$ cat src/rtl/nes_video_pkg.sv
// Shared video constants and types for the NES scan-out path.
// Default timing is 640x480@60 with a 256x240 image doubled to 512x480.
package nes_video_pkg;

  localparam int DEF_H_ACTIVE = 640;
  localparam int DEF_H_FP     = 16;
  localparam int DEF_H_SYNC   = 96;
  localparam int DEF_H_BP     = 48;
  localparam int DEF_V_ACTIVE = 480;
  localparam int DEF_V_FP     = 10;
  localparam int DEF_V_SYNC   = 2;
  localparam int DEF_V_BP     = 33;
  localparam int DEF_X_OFFSET = 64;

  localparam int H_TOTAL  = DEF_H_ACTIVE + DEF_H_FP
                          + DEF_H_SYNC + DEF_H_BP;
  localparam int V_TOTAL  = DEF_V_ACTIVE + DEF_V_FP
                          + DEF_V_SYNC + DEF_V_BP;
  localparam int HS_START = DEF_H_ACTIVE + DEF_H_FP;
  localparam int HS_END   = HS_START + DEF_H_SYNC;
  localparam int VS_START = DEF_V_ACTIVE + DEF_V_FP;
  localparam int VS_END   = VS_START + DEF_V_SYNC;

  localparam int NES_W = 256;
  localparam int NES_H = 240;

  typedef logic [11:0] rgb444_t;

endpackage

$ cat src/rtl/nes_vga_scan_if.sv
// Read port of the ping-pong video buffer RAM.
// Synchronous RAM: rdata valid one cycle after re.
interface nes_vga_scan_if;
  logic [16:0] addr;
  logic        re;
  logic [7:0]  rdata;

  modport master (
    output addr,
    output re,
    input  rdata
  );

  modport slave (
    input  addr,
    input  re,
    output rdata
  );
endinterface

$ cat src/rtl/nes_rgb_rom.sv
// NES 64-entry system palette to RGB444.
// Purely combinational; the caller registers the result.
module nes_rgb_rom
  import nes_video_pkg::*;
(
  input  logic [5:0] idx,
  output rgb444_t    rgb
);

  localparam rgb444_t PAL [64] = '{
    12'h666, 12'h028, 12'h10A, 12'h409,
    12'h607, 12'h703, 12'h700, 12'h510,
    12'h320, 12'h040, 12'h040, 12'h041,
    12'h045, 12'h000, 12'h000, 12'h000,
    12'hAAA, 12'h06D, 12'h44F, 12'h82F,
    12'hB2C, 12'hD27, 12'hD31, 12'hA50,
    12'h770, 12'h290, 12'h0A0, 12'h0A3,
    12'h089, 12'h000, 12'h000, 12'h000,
    12'hFFF, 12'h5BF, 12'h89F, 12'hB7F,
    12'hF6F, 12'hF6B, 12'hF85, 12'hFA3,
    12'hCC2, 12'h8E3, 12'h4F5, 12'h2E9,
    12'h2DE, 12'h555, 12'h000, 12'h000,
    12'hFFF, 12'hBEF, 12'hCDF, 12'hDCF,
    12'hFCF, 12'hFCE, 12'hFCC, 12'hFDA,
    12'hEE9, 12'hCFA, 12'hAFB, 12'h9FD,
    12'h9FF, 12'hBBB, 12'h000, 12'h000
  };

  assign rgb = PAL[idx];

endmodule

$ cat src/rtl/nes_vga_scan.sv
// VGA scan-out of the NES frame buffer: timing, 2x doubling,
// ping-pong bank select, palette lookup. Counters to pins = 3 cycles.
module nes_vga_scan
  import nes_video_pkg::*;
#(
  parameter int H_ACTIVE = DEF_H_ACTIVE,
  parameter int H_FP     = DEF_H_FP,
  parameter int H_SYNC   = DEF_H_SYNC,
  parameter int H_BP     = DEF_H_BP,
  parameter int V_ACTIVE = DEF_V_ACTIVE,
  parameter int V_FP     = DEF_V_FP,
  parameter int V_SYNC   = DEF_V_SYNC,
  parameter int V_BP     = DEF_V_BP,
  parameter int X_OFFSET = DEF_X_OFFSET
) (
  input  logic       i_clk,
  input  logic       i_rstn,
  input  logic       i_frame_rdy,
  output logic       o_rd_bank,
  output logic       o_vblank,
  nes_vga_scan_if.master vbuf,
  output logic       o_hsync,
  output logic       o_vsync,
  output logic       o_de,
  output rgb444_t    o_rgb
);

  localparam logic [9:0] H_LAST =
    10'(H_ACTIVE + H_FP + H_SYNC + H_BP - 1);
  localparam logic [9:0] V_LAST =
    10'(V_ACTIVE + V_FP + V_SYNC + V_BP - 1);
  localparam logic [9:0] HA   = 10'(H_ACTIVE);
  localparam logic [9:0] VA   = 10'(V_ACTIVE);
  localparam logic [9:0] HS_S = 10'(H_ACTIVE + H_FP);
  localparam logic [9:0] HS_E = 10'(H_ACTIVE + H_FP + H_SYNC);
  localparam logic [9:0] VS_S = 10'(V_ACTIVE + V_FP);
  localparam logic [9:0] VS_E = 10'(V_ACTIVE + V_FP + V_SYNC);
  localparam logic [9:0] X_S  = 10'(X_OFFSET);
  localparam logic [9:0] X_E  = 10'(X_OFFSET + 2 * NES_W);

  logic [9:0] h;
  logic [9:0] v;
  logic [9:0] hx;
  logic       act0;
  logic       img0;
  logic       hs0;
  logic       vs0;
  logic       swap_pt;
  logic       top_pt;
  logic       pend;

  logic       de1, hs1, vs1;
  logic       de2, hs2, vs2, img2;
  rgb444_t    pal_rgb;
  logic       unused_bits;

  assign act0    = (h < HA) && (v < VA);
  assign img0    = act0 && (h >= X_S) && (h < X_E);
  assign hs0     = !((h >= HS_S) && (h < HS_E));
  assign vs0     = !((v >= VS_S) && (v < VS_E));
  assign hx      = h - X_S;
  assign swap_pt = (h == '0) && (v == VA);
  assign top_pt  = (h == '0) && (v == '0);

  assign unused_bits = ^{vbuf.rdata[7:6], hx[9], hx[0], v[9], v[0]};

  always_ff @(posedge i_clk or negedge i_rstn) begin
    if (!i_rstn) begin
      h <= '0;
      v <= '0;
    end else if (h == H_LAST) begin
      h <= '0;
      v <= (v == V_LAST) ? '0 : v + 10'd1;
    end else begin
      h <= h + 10'd1;
    end
  end

  // Swap only at the top of vblank; extra pulses fold into pend.
  always_ff @(posedge i_clk or negedge i_rstn) begin
    if (!i_rstn) begin
      o_rd_bank <= 1'b0;
      o_vblank  <= 1'b0;
      pend      <= 1'b0;
    end else if (swap_pt) begin
      o_vblank <= 1'b1;
      if (pend || i_frame_rdy) begin
        o_rd_bank <= ~o_rd_bank;
        pend      <= 1'b0;
      end
    end else begin
      pend <= pend | i_frame_rdy;
      if (top_pt) o_vblank <= 1'b0;
    end
  end

  always_ff @(posedge i_clk or negedge i_rstn) begin
    if (!i_rstn) begin
      vbuf.re   <= 1'b0;
      vbuf.addr <= '0;
      de1       <= 1'b0;
      hs1       <= 1'b1;
      vs1       <= 1'b1;
    end else begin
      vbuf.re   <= img0;
      vbuf.addr <= img0 ? {o_rd_bank, v[8:1], hx[8:1]} : '0;
      de1       <= act0;
      hs1       <= hs0;
      vs1       <= vs0;
    end
  end

  always_ff @(posedge i_clk or negedge i_rstn) begin
    if (!i_rstn) begin
      de2  <= 1'b0;
      hs2  <= 1'b1;
      vs2  <= 1'b1;
      img2 <= 1'b0;
    end else begin
      de2  <= de1;
      hs2  <= hs1;
      vs2  <= vs1;
      img2 <= vbuf.re;
    end
  end

  nes_rgb_rom u_rom (
    .idx (vbuf.rdata[5:0]),
    .rgb (pal_rgb)
  );

  always_ff @(posedge i_clk or negedge i_rstn) begin
    if (!i_rstn) begin
      o_de    <= 1'b0;
      o_hsync <= 1'b1;
      o_vsync <= 1'b1;
      o_rgb   <= '0;
    end else begin
      o_de    <= de2;
      o_hsync <= hs2;
      o_vsync <= vs2;
      o_rgb   <= img2 ? pal_rgb : 12'h000;
    end
  end

endmodule

$ cat src/flat_wrapper.sv
// flat-port wrapper written by rule: the top's interface ports become plain ports
module nes_vga_scan_flat import nes_video_pkg::*;
#(
  parameter int H_ACTIVE = DEF_H_ACTIVE,
  parameter int H_FP     = DEF_H_FP,
  parameter int H_SYNC   = DEF_H_SYNC,
  parameter int H_BP     = DEF_H_BP,
  parameter int V_ACTIVE = DEF_V_ACTIVE,
  parameter int V_FP     = DEF_V_FP,
  parameter int V_SYNC   = DEF_V_SYNC,
  parameter int V_BP     = DEF_V_BP,
  parameter int X_OFFSET = DEF_X_OFFSET
)
  (i_clk, i_rstn, i_frame_rdy, o_rd_bank, o_vblank, o_hsync, o_vsync, o_de, o_rgb, vbuf_addr, vbuf_re, vbuf_rdata);
  nes_vga_scan_if vbuf_i ();
  input  logic i_clk;
  input  logic i_rstn;
  input  logic i_frame_rdy;
  output logic o_rd_bank;
  output logic o_vblank;
  output logic o_hsync;
  output logic o_vsync;
  output logic o_de;
  output rgb444_t o_rgb;
  output wire logic [$bits(vbuf_i.addr)-1:0] vbuf_addr;
  output wire logic [$bits(vbuf_i.re)-1:0] vbuf_re;
  input wire logic [$bits(vbuf_i.rdata)-1:0] vbuf_rdata;
  assign vbuf_addr = vbuf_i.addr;
  assign vbuf_re = vbuf_i.re;
  assign vbuf_i.rdata = vbuf_rdata;
  nes_vga_scan #(.H_ACTIVE(H_ACTIVE), .H_FP(H_FP), .H_SYNC(H_SYNC), .H_BP(H_BP), .V_ACTIVE(V_ACTIVE), .V_FP(V_FP), .V_SYNC(V_SYNC), .V_BP(V_BP), .X_OFFSET(X_OFFSET)) u_core (.i_clk(i_clk), .i_rstn(i_rstn), .i_frame_rdy(i_frame_rdy), .o_rd_bank(o_rd_bank), .o_vblank(o_vblank), .vbuf(vbuf_i), .o_hsync(o_hsync), .o_vsync(o_vsync), .o_de(o_de), .o_rgb(o_rgb));
endmodule
$ cat config.mk
export PLATFORM = sky130hd
export DESIGN_NAME = nes_vga_scan_flat
export DESIGN_NICKNAME = d
export VERILOG_FILES = /design/src/rtl/nes_video_pkg.sv /design/src/rtl/nes_vga_scan_if.sv /design/src/rtl/nes_rgb_rom.sv /design/src/rtl/nes_vga_scan.sv /design/src/flat_wrapper.sv
export SDC_FILE = /design/constraint.sdc
export NUM_CORES = 1
export LEC_CHECK = 0
export ABC_CLOCK_PERIOD_IN_PS = 3000
export CAP_MARGIN = 25
export CELL_PAD_IN_SITES_DETAIL_PLACEMENT = 1
export CELL_PAD_IN_SITES_GLOBAL_PLACEMENT = 1
export CORE_MARGIN = 4
export CORE_UTILIZATION = 30
export CTS_BUF_LIST = sky130_fd_sc_hd__clkbuf_8
export DETAILED_ROUTE_END_ITERATION = 10
export PLACE_DENSITY_LB_ADDON = 0.2
export SETUP_SLACK_MARGIN = 0.15
export SLEW_MARGIN = 10
export SYNTH_ARGS = -nofsm -noshare
export SYNTH_HDL_FRONTEND = slang
export SYNTH_SLANG_ARGS = --single-unit
$ cat constraint.sdc
create_clock -name i_clk -period 3 [get_ports i_clk]
set_input_delay 0.6 -clock i_clk [delete_from_list [all_inputs] [get_ports i_clk]]
set_output_delay 0.6 -clock i_clk [all_outputs]
set_load 0.005 [all_outputs]
# Word level (Yosys, flattened, before mapping)
# Memory sizes are Yosys's and may differ from the RTL's.
# Cells that the tools add are included.
[totals]
register_bits = 63
mem_bits_ro = 768
out_inout_bits = 35
elab_cells = 62
n_memories = 1
[op_classes]
addsub = 3
n_lt_le_gt_ge = 9
eq_ne = 4
n_mux = 10
bitwise = 3
reduce_logical = 14
[memory_table]
columns = ["memory", "words", "word_bits", "rd", "rd_ports_with_merged_regs", "write_ports", "line", "source"]
rows = [
  ["(name not given)", 64, 12, 1, 0, 0, "nes_rgb_rom.sv:29", "assign rgb = PAL[idx];"],
]
[op_table]
columns = ["operator", "n"]
rows = [
  ["$mux 12", 3],
  ["$lt 10x10->1 const B", 3],
  ["$add 10x1->10 const B", 2],
  ["$eq 10x10->1 const B", 2],
  ["$logic_not 10->1", 2],
  ["$lt 10x9->1 const B", 2],
  ["$mux 10", 2],
  ["$mux 17", 1],
  ["$eq 10x9->1 const B", 1],
  ["$ge 10x10->1 const B", 1],
  ["$ge 10x7->1 const B", 1],
  ["$ge 10x9->1 const B", 1],
  ["$sub 9x7->9 const B", 1],
  ["$ge 7x7->1 const B", 1],
  ["$logic_and 1x1->1", 7],
  ["$not 6->7", 1],
  ["$mux 1", 4],
  ["$logic_not 1->1", 2],
  ["$ne 2x2->1 const B", 1],
  ["$reduce_and 2->1", 1],
  ["$reduce_bool 2->1", 1],
  ["$logic_or 1x1->1", 1],
  ["$not 1->1", 1],
  ["$or 1x1->1", 1],
]

# Longest topological paths before layout
[logic_depth]
ltp_word = 5
depth_mapped = 8
ltp_nobuf = 6

# Cells and area by module
# A second synthesis with hierarchy kept.
[hier_totals]
cells_unflattened = 383
area_unflattened_um2 = 3682.3
[by_module_without_submodules]
columns = ["module", "instances", "cells_per_inst", "area_each_um2", "seq_area_each_um2"]
rows = [
  ["nes_vga_scan", 1, 214, 2635.0, 1584.0],
  ["nes_rgb_rom", 1, 169, 1047.3, 0.0],
]

# Least setup slack after synthesis
# Ideal clock, no wire load.
[synth_path]
path_kind = "input port to flip-flop"
from = "in vbuf_rdata[1]"
to = "reg u_core.o_rgb[3]"
arrival_time_ns = 2.040
t_required_ns = 2.914
setup_slack_ns = 0.874
cell_stages = 8
n_path_buf = 2
cell_sequence = "clkbuf_1 > inv_1 > ha_1 > clkbuf_1 > nand2_1 > and3_1 > o311a_1 > nor3_1"
[synth_between]
elab_chain_len = 5
[synth_lines]
columns = ["element", "line", "source"]
rows = [
  ["start, declared", "flat_wrapper.sv:27", "input wire logic [$bits(vbuf_i.rdata)-1:0] vbuf_rdata;"],
  ["$not 6->7 (not written as such)", "nes_rgb_rom.sv:29", ""],
  ["$mem_v2 64x12", "--", ""],
  ["$mux 12 (not written as such) (2 in a row)", "nes_rgb_rom.sv:29", ""],
  ["$mux 12", "nes_vga_scan.sv:142", "o_rgb <= img2 ? pal_rgb : 12'h000;"],
  ["end signal, assigned", "nes_vga_scan.sv:142", ""],
  ["end, declared", "nes_vga_scan.sv:25", "output rgb444_t o_rgb"],
]
# No other way between the ends. The select of a mux whose other input is x is not followed.
# A chain may end at the register's enable or synchronous reset.

# Worst setup path in the final report
# Ends and elaborated chain as after synthesis.

==> out/metrics.csv <==
metric,value,unit
pre-CTS setup slack,0.443,ns
Root Driver,clkbuf_8,
async set or reset register ratio after synthesis,100,%
Mapped Nets,390,
Setup TNS,0,ns
post-route ant nets,0,
Post-Syn Instances,362,
Critical Path Sink Type,flip-flop,
core area,11400,sq um
area of the multi-input gates,1710,sq um
largest cells by area after synthesis,"dfrtp_1 41%, ha_1 6.1%, dfstp_2 4.5%",
f_max,0.449,GHz
reg2reg end,u_core.vbuf.addr[7],
final slew viol count,0,
final instance area,4320,sq um
Setup CP Type,primary input to flip-flop,
CTS sink count,63,
# H-tree levels,3,
final core utilization,37.8,%
layout net count,428,
crit path max fanout,7,
r2r worst-path depth,6,
post-CTS setup buffers,0,
CTS resizes,0,
reg2reg start,u_core.h[1],
Initial Utilization,30.7,%
Ys Warns,0,
# IOs,46,
initial antenna violation count,0,
RSZ-0062 raised after global routing,no,
vias in the first global route,2977,
Final Hold Fails,0,
Iter 0 DRT Violations,130,
Post-DP Area,4090,sq um
syn_area_per_cell,9.68,sq um
DIE WIDTH,116,microns
"Cell Count, Final, Fillers Out",548,
maximum vdd drop,0.238,mV
HPWL after DPL,6640,microns
final worst slack,0.772,ns
CTS Hold Bufs,0,
Unique masters post-synth,63,
max_cap viols,0,
worst-path cell chain,clkdlybuf4s50_1 > inv_1 > ha_1 > nand2_1 > and3_1 > o311a_1 > nor3_1,
Buf/Inv on CP,2,
reg-to-reg setup timing slack,0.97,ns
startpoint types,primary input,
die area,13500,sq um
final WL,9420,microns
Tcrit/Tclk final,74.3,%
Synth Register Bits,63,
ys flop type,dfrtp_1,
largest net degree at the start of global routing,37,
Crit-path slowest cell,clkdlybuf4s50_1,
ant diodes,0,
final setup fails,0,
mean routed wirelength per cell,17.2,microns
Max Root-Sink Buffers,2,
number of detailed-route iterations in the first pass,4,
Num CTS Buffers,9,
status,finished clean,
Placed Instances,532,
via count,2860,
number of synthesized flops with an enable pin,0,
"Clk Latency, worst-skew pair",0.35,ns
"Req. time, crit path",3.26,ns
Lkg Pwr,1.83,nW
first-pass GRT wire length,15900,microns
worst hold-check path type,primary input to async pin,
Worst EP arrival,2.49,ns
clock-pin slew on the worst setup and hold paths,0.07,ns
fin crit period,2.23,ns
Slew HR,48.6,%
clk_skew,0.0101,ns
I/O Buffers,43,
synth-to-layout area growth,23.3,%
GR Overflow Total,0,
GP Congestion,0.842,
fillers,1312,
Syn Std Cell Area,3500,sq um
cell taking the most area after synthesis,dfrtp_1,
die height,116,microns
Total GRT Usage,15.2,%
DR vias/cell,5.22,
Seq. cell area,1580,sq um
CTS tree,built,
PwrDens,438,nW/um^2
DRC violations left,0,
row cnt,39,
layout cells sized above 1,13.1,%
share of the yosys chip area belonging to registers,45.2,%
CP peak stage delay,0.43,ns
"Largest delay share family, worst path",buffers and inverters,
share of the synthesized area in the top cell type,40.7,%
worst slew pin tran,0.772,ns
==> cell type report <==
cell class,count,share of cell area (%)
sequential,63,36.7
multi-input combinational,252,39.6
tap,143,4.14
clock buffer,12,3.82
inverter,19,1.65
clock inverter,4,1.59
timing repair buffer,55,12.5
==> cells by family (layout without fill, tap and decap cells) <==
family	after synthesis	in the layout	synth area share, %
buffers and inverters	47	90	5.93
DFF	63	63	45.2
adders and majority gates	17	17	6.07
and+or+nand+nor	126	126	20.8
muxes	9	9	2.64
xor gates and xnor gates	9	9	2.25
AOI/OAI and AO/OA	91	91	17.1
==> where the power goes <==
group / internal, mW / switching [mW]
Clock: 0.532 / 0.342
Combinational: 0.0620 / 0.108
Sequential: 0.850 / 0.000846
Total: 1.44 / 0.451
==> worst max-delay path by stage <==
stage / startpoint / end / cells past startpoint
floorplan: vbuf_rdata[1] / u_core.o_rgb[3] / 8
global placement: vbuf_rdata[1] / u_core.o_rgb[3] / 7
detailed placement: vbuf_rdata[1] / u_core.o_rgb[3] / 7
CTS: vbuf_rdata[1] / u_core.o_rgb[3] / 7
global route: vbuf_rdata[1] / u_core.o_rgb[5] / 7
finish: vbuf_rdata[1] / u_core.o_rgb[3] / 7
==> flip-flops by register name, indices dropped and copies added (netlist names) <==
register          count
u_core.de1            1
u_core.de2            1
u_core.h             10
u_core.hs1            1
u_core.hs2            1
u_core.img2           1
u_core.o_de           1
u_core.o_hsync        1
u_core.o_rd_bank      1
u_core.o_rgb         12
u_core.o_vblank       1
u_core.o_vsync        1
u_core.pend           1
u_core.v             10
u_core.vbuf.addr     17
u_core.vbuf.re        1
u_core.vs1            1
u_core.vs2            1
==> cells in the final DEF (no fill, tap or decap), types with 5 or more instances in the layout <==
| cell type | synthesis | layout |
|---|---|---|
| dfrtp_1 | 57 | 57 |
| and2_1 | 10 | 10 |
| ha_1 | 17 | 17 |
| nor2b_1 | 10 | 10 |
| inv_1 | 19 | 20 |
| nand2_1 | 23 | 23 |
| nor3_1 | 7 | 7 |
| o21ai_0 | 25 | 25 |
| dfstp_2 | 6 | 6 |
| o22ai_1 | 9 | 9 |
| clkdlybuf4s50_1 | 0 | 42 |
| nor2_1 | 23 | 23 |
| a21oi_1 | 13 | 13 |
| nand3_1 | 8 | 8 |
| buf_4 | 1 | 10 |
| mux2i_1 | 7 | 7 |
| nand2b_1 | 9 | 9 |
| and3_1 | 5 | 5 |
| nand4_1 | 5 | 5 |
| a211oi_1 | 13 | 13 |
| clkbuf_8 | 0 | 12 |
| xnor2_1 | 6 | 6 |
| and2_4 | 9 | 9 |
==> through the flow <==
stage          power (mW)  hold WS (ns)
3_5_place_dp         1.04         0.342
6_report             1.89         0.307
3_3_place_gp         1.04         0.339
5_1_grt              1.98         0.359
2_1_floorplan       0.964         0.304
4_1_cts              1.92         0.336
==> cells in the mapped netlist (all sizes together), types with 2 or more instances <==
cell type,instances
o31ai,2
nor4,2
dfrtp,57
nand4,6
dfstp,6
and2,19
nor3,8
a31oi,4
o22ai,9
nor4b,2
clkbuf,16
a211oi,13
nor2,23
or3,3
nand3,8
mux2i,7
ha,17
nand2,23
xnor2,6
nand2b,9
a21oi,13
mux2,2
inv,19
o221ai,3
buf,12
xor2,3
o21a,3
o211ai,4
and3,6
nor2b,10
o21ai,25
==> layer usage <==
metal  up-vias  GRT usage [%]  wire, microns
met3        17           3.13            304
met2        43           25.5           4770
li1       1361              -              -
met1      1439           18.9           4150
met5         -              0              0
met4         0           6.26            197
Note: power is estimated with default switching activity, not from simulation.
